## src/rtl/pc_pkg.sv

```systemverilog
// ============================================================================
// Module   : pc_pkg
// Brief    : Shared encodings, default vectors and trap-cause type for pc_sequencer.
// Revision : 1.0 - initial release
// ============================================================================
`default_nettype none

package pc_pkg;

  localparam logic [1:0] PC_SEQ = 2'd0;
  localparam logic [1:0] PC_BR  = 2'd1;
  localparam logic [1:0] PC_J   = 2'd2;
  localparam logic [1:0] PC_JR  = 2'd3;

  localparam logic [31:0] DEF_RESET_VEC = 32'h0000_0000;
  localparam logic [31:0] DEF_ILLOP_VEC = 32'h8000_0004;
  localparam logic [31:0] DEF_IRQ_VEC   = 32'h8000_0008;

  typedef enum logic [2:0] {
    TRAP_NONE   = 3'd0,
    TRAP_ILLOP  = 3'd1,
    TRAP_IRQ    = 3'd2,
    TRAP_ERET   = 3'd3,
    TRAP_AFAULT = 3'd4
  } trap_cause_e;

endpackage

`default_nettype wire

```

## src/rtl/pc_trap_arb.sv

```systemverilog
// ============================================================================
// Module   : pc_trap_arb
// Brief    : Combinational priority arbiter: illop > misalign > irq > eret.
// Revision : 1.0 - initial release
// ============================================================================
`default_nettype none

module pc_trap_arb
  import pc_pkg::*;
(
  input  logic        stall_i,
  input  logic        illop_i,
  input  logic        eret_i,
  input  logic        irq_pend_i,
  input  logic        kernel_i,
  input  logic        misalign_i,
  output trap_cause_e cause_o
);

  always_comb begin
    cause_o = TRAP_NONE;
    if (stall_i) begin
      cause_o = TRAP_NONE;
    end else if (illop_i || (eret_i && !kernel_i)) begin
      // A user-mode eret is privileged and faults like an illegal op.
      cause_o = TRAP_ILLOP;
    end else if (misalign_i) begin
      cause_o = TRAP_AFAULT;
    end else if (irq_pend_i && !kernel_i) begin
      cause_o = TRAP_IRQ;
    end else if (eret_i) begin
      cause_o = TRAP_ERET;
    end
  end

endmodule

`default_nettype wire

```

## src/rtl/pc_sequencer.sv

```systemverilog
// ============================================================================
// Module   : pc_sequencer
// Brief    : PC register, next-PC mux, EPC and sticky IRQ latch for the MIPS core.
//            Optional PC_ALIGN_CHECK_EN: misaligned jr/eret targets fault.
// Revision : 1.0 - initial release
// ============================================================================
`default_nettype none

module pc_sequencer
  import pc_pkg::*;
#(
  parameter int              XLEN      = 32,
  parameter int              KBIT      = 31,
  parameter logic [XLEN-1:0] RESET_VEC = DEF_RESET_VEC,
  parameter logic [XLEN-1:0] ILLOP_VEC = DEF_ILLOP_VEC,
  parameter logic [XLEN-1:0] IRQ_VEC   = DEF_IRQ_VEC
) (
  input  logic            clk,
  input  logic            reset,
  input  logic            stall_i,
  input  logic [1:0]      pc_src_i,
  input  logic            br_taken_i,
  input  logic [XLEN-1:0] br_offset_i,
  input  logic [25:0]     jtarget_i,
  input  logic [XLEN-1:0] jr_target_i,
  input  logic            illop_i,
  input  logic            irq_i,
  input  logic            eret_i,
  output logic [XLEN-1:0] pc_o,
  output logic [XLEN-1:0] pc_plus4_o,
  output logic [XLEN-1:0] epc_o,
  output logic            kernel_o,
  output logic            trap_irq_o,
  output logic            trap_illop_o,
  output logic            addr_fault_o
);

  localparam logic [XLEN-1:0] KBIT_CLR   = ~(XLEN'(1) << KBIT);
  localparam logic [XLEN-1:0] ALIGN_MASK = {{(XLEN-2){1'b1}}, 2'b00};

  logic [XLEN-1:0] pc_q, pc_d;
  logic [XLEN-1:0] epc_q, epc_d;
  logic            irq_pend_q, irq_pend_d;

  logic [XLEN-1:0] pc_plus4;
  logic [XLEN-1:0] jr_tgt;
  logic [XLEN-1:0] eret_tgt;
  logic [XLEN-1:0] flow_tgt;
  logic            kernel;
  logic            misalign;
  trap_cause_e     cause;

  assign pc_plus4 = pc_q + XLEN'(4);
  assign kernel   = pc_q[KBIT];

  // User-mode jr cannot reach kernel space; eret always returns to user space.
  always_comb begin
    jr_tgt = kernel ? jr_target_i : (jr_target_i & KBIT_CLR);
    eret_tgt = epc_q & KBIT_CLR;
`ifndef PC_ALIGN_CHECK_EN
    jr_tgt   = jr_tgt & ALIGN_MASK;
    eret_tgt = eret_tgt & ALIGN_MASK;
`endif
  end

`ifdef PC_ALIGN_CHECK_EN
  assign misalign = (eret_i && kernel) ? (|epc_q[1:0])
                                       : ((pc_src_i == PC_JR) && (|jr_target_i[1:0]));
`else
  assign misalign = 1'b0;
`endif

  pc_trap_arb u_arb (
    .stall_i    (stall_i),
    .illop_i    (illop_i),
    .eret_i     (eret_i),
    .irq_pend_i (irq_pend_q),
    .kernel_i   (kernel),
    .misalign_i (misalign),
    .cause_o    (cause)
  );

  always_comb begin
    flow_tgt = pc_plus4;
    unique case (pc_src_i)
      PC_BR:   flow_tgt = br_taken_i ? (pc_plus4 + (br_offset_i << 2)) : pc_plus4;
      PC_J:    flow_tgt = {pc_plus4[XLEN-1:28], jtarget_i, 2'b00};
      PC_JR:   flow_tgt = jr_tgt;
      default: flow_tgt = pc_plus4;
    endcase
  end

  always_comb begin
    pc_d       = pc_q;
    epc_d      = epc_q;
    irq_pend_d = irq_pend_q | irq_i;
    unique case (cause)
      TRAP_ILLOP: begin
        pc_d = ILLOP_VEC;
        if (!kernel) epc_d = pc_plus4;
      end
      TRAP_AFAULT: begin
        pc_d = ILLOP_VEC;
        if (!kernel) epc_d = pc_q;
      end
      TRAP_IRQ: begin
        pc_d       = IRQ_VEC;
        epc_d      = pc_q;
        irq_pend_d = 1'b0;
      end
      TRAP_ERET: pc_d = eret_tgt;
      default:   if (!stall_i) pc_d = flow_tgt;
    endcase
  end

  always_ff @(posedge clk) begin
    if (reset) begin
      pc_q       <= RESET_VEC;
      epc_q      <= '0;
      irq_pend_q <= 1'b0;
    end else begin
      pc_q       <= pc_d;
      epc_q      <= epc_d;
      irq_pend_q <= irq_pend_d;
    end
  end

  assign pc_o         = pc_q;
  assign pc_plus4_o   = pc_plus4;
  assign epc_o        = epc_q;
  assign kernel_o     = kernel;
  assign trap_irq_o   = (cause == TRAP_IRQ);
  assign trap_illop_o = (cause == TRAP_ILLOP) || (cause == TRAP_AFAULT);
`ifdef PC_ALIGN_CHECK_EN
  assign addr_fault_o = (cause == TRAP_AFAULT);
`else
  assign addr_fault_o = 1'b0;
`endif

endmodule

`default_nettype wire
```

## config.mk

```make
export PLATFORM = sky130hd
export DESIGN_NAME = pc_sequencer
export DESIGN_NICKNAME = d
export VERILOG_FILES = /design/src/rtl/pc_pkg.sv /design/src/rtl/pc_trap_arb.sv /design/src/rtl/pc_sequencer.sv
export SDC_FILE = /design/constraint.sdc
export NUM_CORES = 1
export LEC_CHECK = 0
export CAP_MARGIN = 10
export CORE_ASPECT_RATIO = 0.5
export CORE_MARGIN = 1.5
export CORE_UTILIZATION = 35
export CTS_CLUSTER_SIZE = 12
export DETAILED_ROUTE_END_ITERATION = 6
export PLACE_DENSITY = 0.72
export SYNTH_ARGS = -nofsm -noshare
export SYNTH_HDL_FRONTEND = slang
export SYNTH_SLANG_ARGS = --single-unit
export TNS_END_PERCENT = 20
```

## constraint.sdc

```tcl
create_clock -name clk -period 6.6 [get_ports clk]
set_input_delay 1.65 -clock clk [delete_from_list [all_inputs] [get_ports clk]]
set_output_delay 1.65 -clock clk [all_outputs]
set_load 0.01 [all_outputs]
```

; ---- Yosys cells after proc, flatten, opt, wreduce, memory -nomap -nowiden
; Index checks and enable logic that the tools add are counted.
[totals]
regBits = 65
input_bits = 99
wordCells = 37
output_inout_bits = 100
[op_classes]
bitwise_logic = 1
n_addsub = 2
n_mux = 12
eq_ne = 10
n_reduce_logical = 9
[op_table]
columns = operator, count
row1 = 32-bit one-hot mux with 3 select lines, 3
row2 = 32-bit 2-to-1 mux, 5
row3 = 32-bit by 3-bit adder with 32-bit output (second input constant), 1
row4 = 32-bit adder, 1
row5 = 3-bit 2-to-1 mux, 3
row6 = 3-bit by 2-bit == test with 1-bit output (second input constant), 2
row7 = 2-bit == test (second input constant), 2
row8 = 2-bit inequality test (second input constant), 2
row9 = 4-bit by 2-bit inequality test with 1-bit output (second input constant), 1
row10 = 2-bit OR reduction, 2
row11 = 3-bit by 1-bit == test with 1-bit output (second input constant), 1
row12 = 3-bit == test (second input constant), 1
row13 = 3-bit AND reduction, 1
row14 = 3-bit nonzero test, 1
row15 = 2-bit by 1-bit == test with 1-bit output (second input constant), 1
row16 = 1-bit logical AND, 2
row17 = 1-bit logical OR, 2
row18 = 2-bit 2-to-1 mux, 1
row19 = 1-bit zero test, 1
row20 = 1-bit bitwise OR, 1

; ---- Logic depth before layout (Yosys ltp)
[logic_depth]
word_depth = 8
mapped_depth = 17
depth_no_buf = 16

; ---- Hierarchy
; A second synthesis with hierarchy kept.
[unflattened]
hier_cells = 794
area_unflattened_um2 = 5999.5
[by_module_without_submodules]
columns = mod, n_inst, cells_per_inst, seq_area_each_um2, area_each_um2
row1 = pc_sequencer, 1, 787, 1221.2, 5939.4
row2 = pc_trap_arb, 1, 7, 0.0, 60.1

; ---- Worst setup path after synthesis
; OpenSTA, ideal clock, no wires.
[synth_path]
path_kind = input port to output port
start = in stall_i
end = out trap_irq_o
arrival_ns = 2.478
required_ns = 4.950
path_slack_ns = 2.472
n_path_buf = 2
stages = 5
path_cell_list = clkbuf_1 nor2_1 nand2_1 inv_1 clkbuf_1
[synth_between]
elab_chain_cells = 2
[synth_lines]
columns = item, line_no
row1 = "start, declared", pc_sequencer.sv:20  ; input logic stall_i,
row2 = 3-bit 2-to-1 mux, pc_trap_arb.sv:22  ; if (stall_i) begin
row3 = 3-bit by 2-bit == test with 1-bit output, pc_sequencer.sv:132  ; assign trap_irq_o = (cause == TRAP_IRQ);
row4 = "end, declared", pc_sequencer.sv:33  ; output logic trap_irq_o,
; Every way passes these cells.

; ---- Worst setup path after layout
[layout_path]
start = reg pc_q[2], in the netlist pc_o[2]
end = out pc_plus4_o[28]
[layout_between]
elab_chain_cells = 1
[layout_lines]
columns = item, line_no
row1 = "start, declared", pc_sequencer.sv:41  ; logic [XLEN-1:0] pc_q, pc_d;
row2 = "start signal, assigned", pc_sequencer.sv:122  ; pc_q <= pc_d;
row3 = 32-bit by 3-bit adder with 32-bit output, pc_sequencer.sv:53  ; assign pc_plus4 = pc_q + XLEN'(4);
row4 = "end, declared", pc_sequencer.sv:30  ; output logic [XLEN-1:0] pc_plus4_o,
; Every way passes these cells.

==> impl_metrics.csv <==
group,metric,value,unit
synth,netlist_area_pre_place,5931,µm²
synth,synth_cell_type_count,75,
synth,syn-instance-count,800,
job,max_cap_viol_count,0,
synth,synth-seq-area-share,20.59,%
power,post-layout-total-power,1.375,mW
synth,synth_enable_flop_cells,0,
die,core-area,16470,µm²
grt,use_met2,42.78,%
worst_setup_path,cp_data_arrival_time,3.43,ns
worst_setup_path,crit_path_class,"reg2out",
grt,globalRouteTotalUtil,25.06,%
timing,max_clock_freq,196.8,MHz
worst_setup_path,cp_max_fo,9,
layout,drive_gt1_share,6.257,%
layout,n_antenna_cell,0,
clock_network,post_cts.resized_instances,0,
drt,wire_length_per_cell,19.02,µm
timing,grt_setup_unrepaired,"no",
worst_setup_path,worstPathRequired,4.95,ns
clock_network,number_of_sinks_driven_by_the_clock_tree,61,
grt,grtUsageMet1,32.80,%
power,static-leakage-power,3.075,nW
clock_network,cts_root_buf,"sky130_fd_sc_hd__clkbuf_16",
grt,grt_pass1_vias,6431,
timing,timing.max_slew.rel_slack,18.89,%
drt,dr.first_iter.drc_count,619,
layout,design.final.nets,1088,
timing,final_tns_setup,0,ns
worst_setup_path,timing.rr.start,"pc_o[2]$_SDFFE_PP0P_",
drt,remaining_drc_errors,0,
synth,synth_flop_cell,"sky130_fd_sc_hd__dfxtp_1",
placement,dp_hpwl,17320,µm
synth,most_repeated_cell_in_the_gate_level_netlist_after_synthesis,"sky130_fd_sc_hd__nor2_1",
drt,drt_wl_total,22550,µm
clock_network,cts-root-to-sink-buffers,2,
power,p_int,891.6,µW
clock_network,hold_buffers,0,
timing,timing_hold_violations_final,0,
placement,placedCellCount,1170,
timing,final_setup_vio_count,0,
timing,timing.clock.skew,0.008457,ns
timing,min_period_over_period,77.01,%
timing,timing.final.crit_period,5.082,ns
synth,synth_largest_area_cell,"sky130_fd_sc_hd__dfxtp_1",
layout,filler_cell_count,1557,
placement,globalplace.congestion,0.9610,
worst_setup_path,critPathMaxStageDelay,0.59,ns
timing,timing.final.max_slew_violations,0,
die,ios,199,
worst_setup_path,worst_setup_path_startpoint,"pc_o[2]$_SDFFE_PP0P_",
outcome,outcome,"completed",
die,rows,33,
grt,grt_max_degree,44,
worst_setup_path,worstSetupStartpointType,"register",
synth,post_synth_most_frequent_cells,"sky130_fd_sc_hd__nor2_1 (84), sky130_fd_sc_hd__a21oi_1 (67), sky130_fd_sc_hd__dfxtp_1 (61)",
clock_network,cts-buffers-inserted,9,
die,die_h,95.05,µm
die,fp.dieW,187.1,µm
worst_setup_path,crit_buf_inv,1,
clock_network,insertion_delay_of_the_later_clocked_pin_in_the_worst_skew_pair,0.34,ns
worst_setup_path,path_cells,"ha_1, nand3_2, nor2_1, and4b_1, and4_1, and3_1, xnor2_1, clkdlybuf4s50_1",
drt,final_antenna_net_count,0,
synth,asyncSetResetFlopFracSynth,0,%
power,power_frac_comb,36.9,%
grt,grt_antenna_before_repair,0,
grt,grt_use_met3,3.239,%
worst_hold_path,min_path_type,"reg2reg",
synth,syn_avg_cell_area,7.413,µm²
grt,grt-ovfl-total,0,
clock_network,cts_setup_buffers,0,
worst_setup_path,ff2ff_setup_slack,2.11,ns
worst_setup_path,critical-path-top-delay-family,"simple AND/OR/NAND/NOR gates",
die,fp.dieArea,17780,µm²
drt,detailroute.via_count,6868,
power,netSwitchingFraction,35.16,%
die,initial_utilization,36.00,%
synth,yosys_warnings,0,
clock_network,cts_tree,"yes",
power,power-per-cell-area,168.2,nW/µm²
timing,worst-slew-pin-transition,1.207,ns
synth,synth_seq_cells,61,
synth,synth_area_leaders,"sky130_fd_sc_hd__dfxtp_1 (21%), sky130_fd_sc_hd__ha_1 (7.2%), sky130_fd_sc_hd__a21oi_1 (5.7%), sky130_fd_sc_hd__nor2_1 (5.3%), sky130_fd_sc_hd__xnor2_1 (5.0%)",
clock_network,clkSlewWorstSetupHoldPaths,0.05,ns
drt,route.detailed.vias_per_inst,5.791,
power,clock_power_share,31.5,%
clock_network,htree_levels,3,
drt,first_pass_iters,6,
layout,finish.cell_count_without_fillers,1186,
worst_setup_path,critPathCaptureType,"output port",
synth,yosys.area.top_type_share,20.59,%
grt,grt_first_pass_wirelength,34870,µm
power,peakVddDrop,135.9,µV
worst_setup_path,critical_path.slowest_cell,"sky130_fd_sc_hd__clkdlybuf4s50_1",
power,power.share.sequential,31.6,%
placement,io_buffer_count,187,
worst_hold_path,hp-start,"irq_pend_q$_SDFF_PP0_",
grt,globalRoute.busiestLayer,"met2",
power,switching_power,483.4,µW
layout,area_delta_synth_final,37.85,%
-- kinds of logic (layout without fill, tap and decap cells) --
| kind of cell | count (synthesis) | in the layout | share of synthesized area (%) |
|---|---|---|---|
| compound gates | 280 | 280 | 31.81 |
| other cells | 1 | 7 | 0.06323 |
| fa+ha+maj | 35 | 35 | 7.511 |
| buf+inv | 84 | 237 | 6.097 |
| mux | 17 | 17 | 3.312 |
| flops | 61 | 61 | 20.59 |
| simple gates | 265 | 265 | 22.19 |
| xor+xnor | 57 | 57 | 8.418 |
-- per-layer routing --
layer  vias up  share of wire [%]
met5         -                  0
met2       316                 47
li1       3267                  -
met1      3235                 43
met4         0                2.7
met3        50                7.3
-- power groups by stage --
stage | registers [mW] | logic (mW) | clock network [mW]
floorplan | 0.436 | 0.291 | 0
global placement | 0.441 | 0.492 | 0
detailed placement | 0.442 | 0.500 | 0
CTS | 0.434 | 0.502 | 0.433
global route | 0.440 | 0.550 | 0.452
finish | 0.435 | 0.508 | 0.433
-- placed cells by master (no fill, tap or decap), drive strengths merged, types with 24 or more instances in the layout --
cell	n
a21oi	67
nand2	56
o21ai	66
dfxtp	61
nor2	86
clkdlybuf4s50	184
ha	34
nor2b	25
nand3	24
xnor2	34
nor3	25
-- worst min-delay path, delay by kind of cell (launching register included) --
family,cells,cell delay [ns]
flops,1,0.32
simple gates,2,0.15
-- state kept, by name (all words and copies together) (netlist names) --
name,flops
pc_o,30
irq_pend_q,1
epc_o,30
-- path summary, 6_finish.rpt --
kind,endpoint,depth (start not counted)
min,irq_pend_q$_SDFF_PP0_,2
max reg2reg,pc_o[24]$_SDFFE_PP0P_,16
max,pc_plus4_o[28],8
min reg2reg,irq_pend_q$_SDFF_PP0_,2
-- stage by stage --
step / util (%) / cell area [µm²] / worst slack, ns / hold slack [ns]
after floorplan: - / 5953 / 2.472 / 0.4812
after global routing: 49.62 / 8175 / 1.315 / 0.5348
after detailed placement: 47.99 / 7906 / 1.656 / 0.5095
final: 49.62 / 8175 / 1.518 / 0.5102
after global placement: 47.99 / 7906 / 1.675 / 0.5004
after CTS: 49.62 / 8175 / 1.588 / 0.5159
-- layout make-up --
| cell class | instances | area (µm²) | share of cell area, % |
|---|---|---|---|
| Sequential cell | 61 | 1221 | 14.94 |
| Timing Repair Buffer | 198 | 1939 | 23.72 |
| Tap cell | 227 | 284.0 | 3.474 |
| Clock buffer | 10 | 229.0 | 2.801 |
| Inverter | 23 | 86.33 | 1.056 |
| Multi-Input combinational cell | 661 | 4375 | 53.52 |
| Clock inverter | 6 | 40.04 | 0.4897 |
Note: power is estimated with default switching activity, not from simulation.
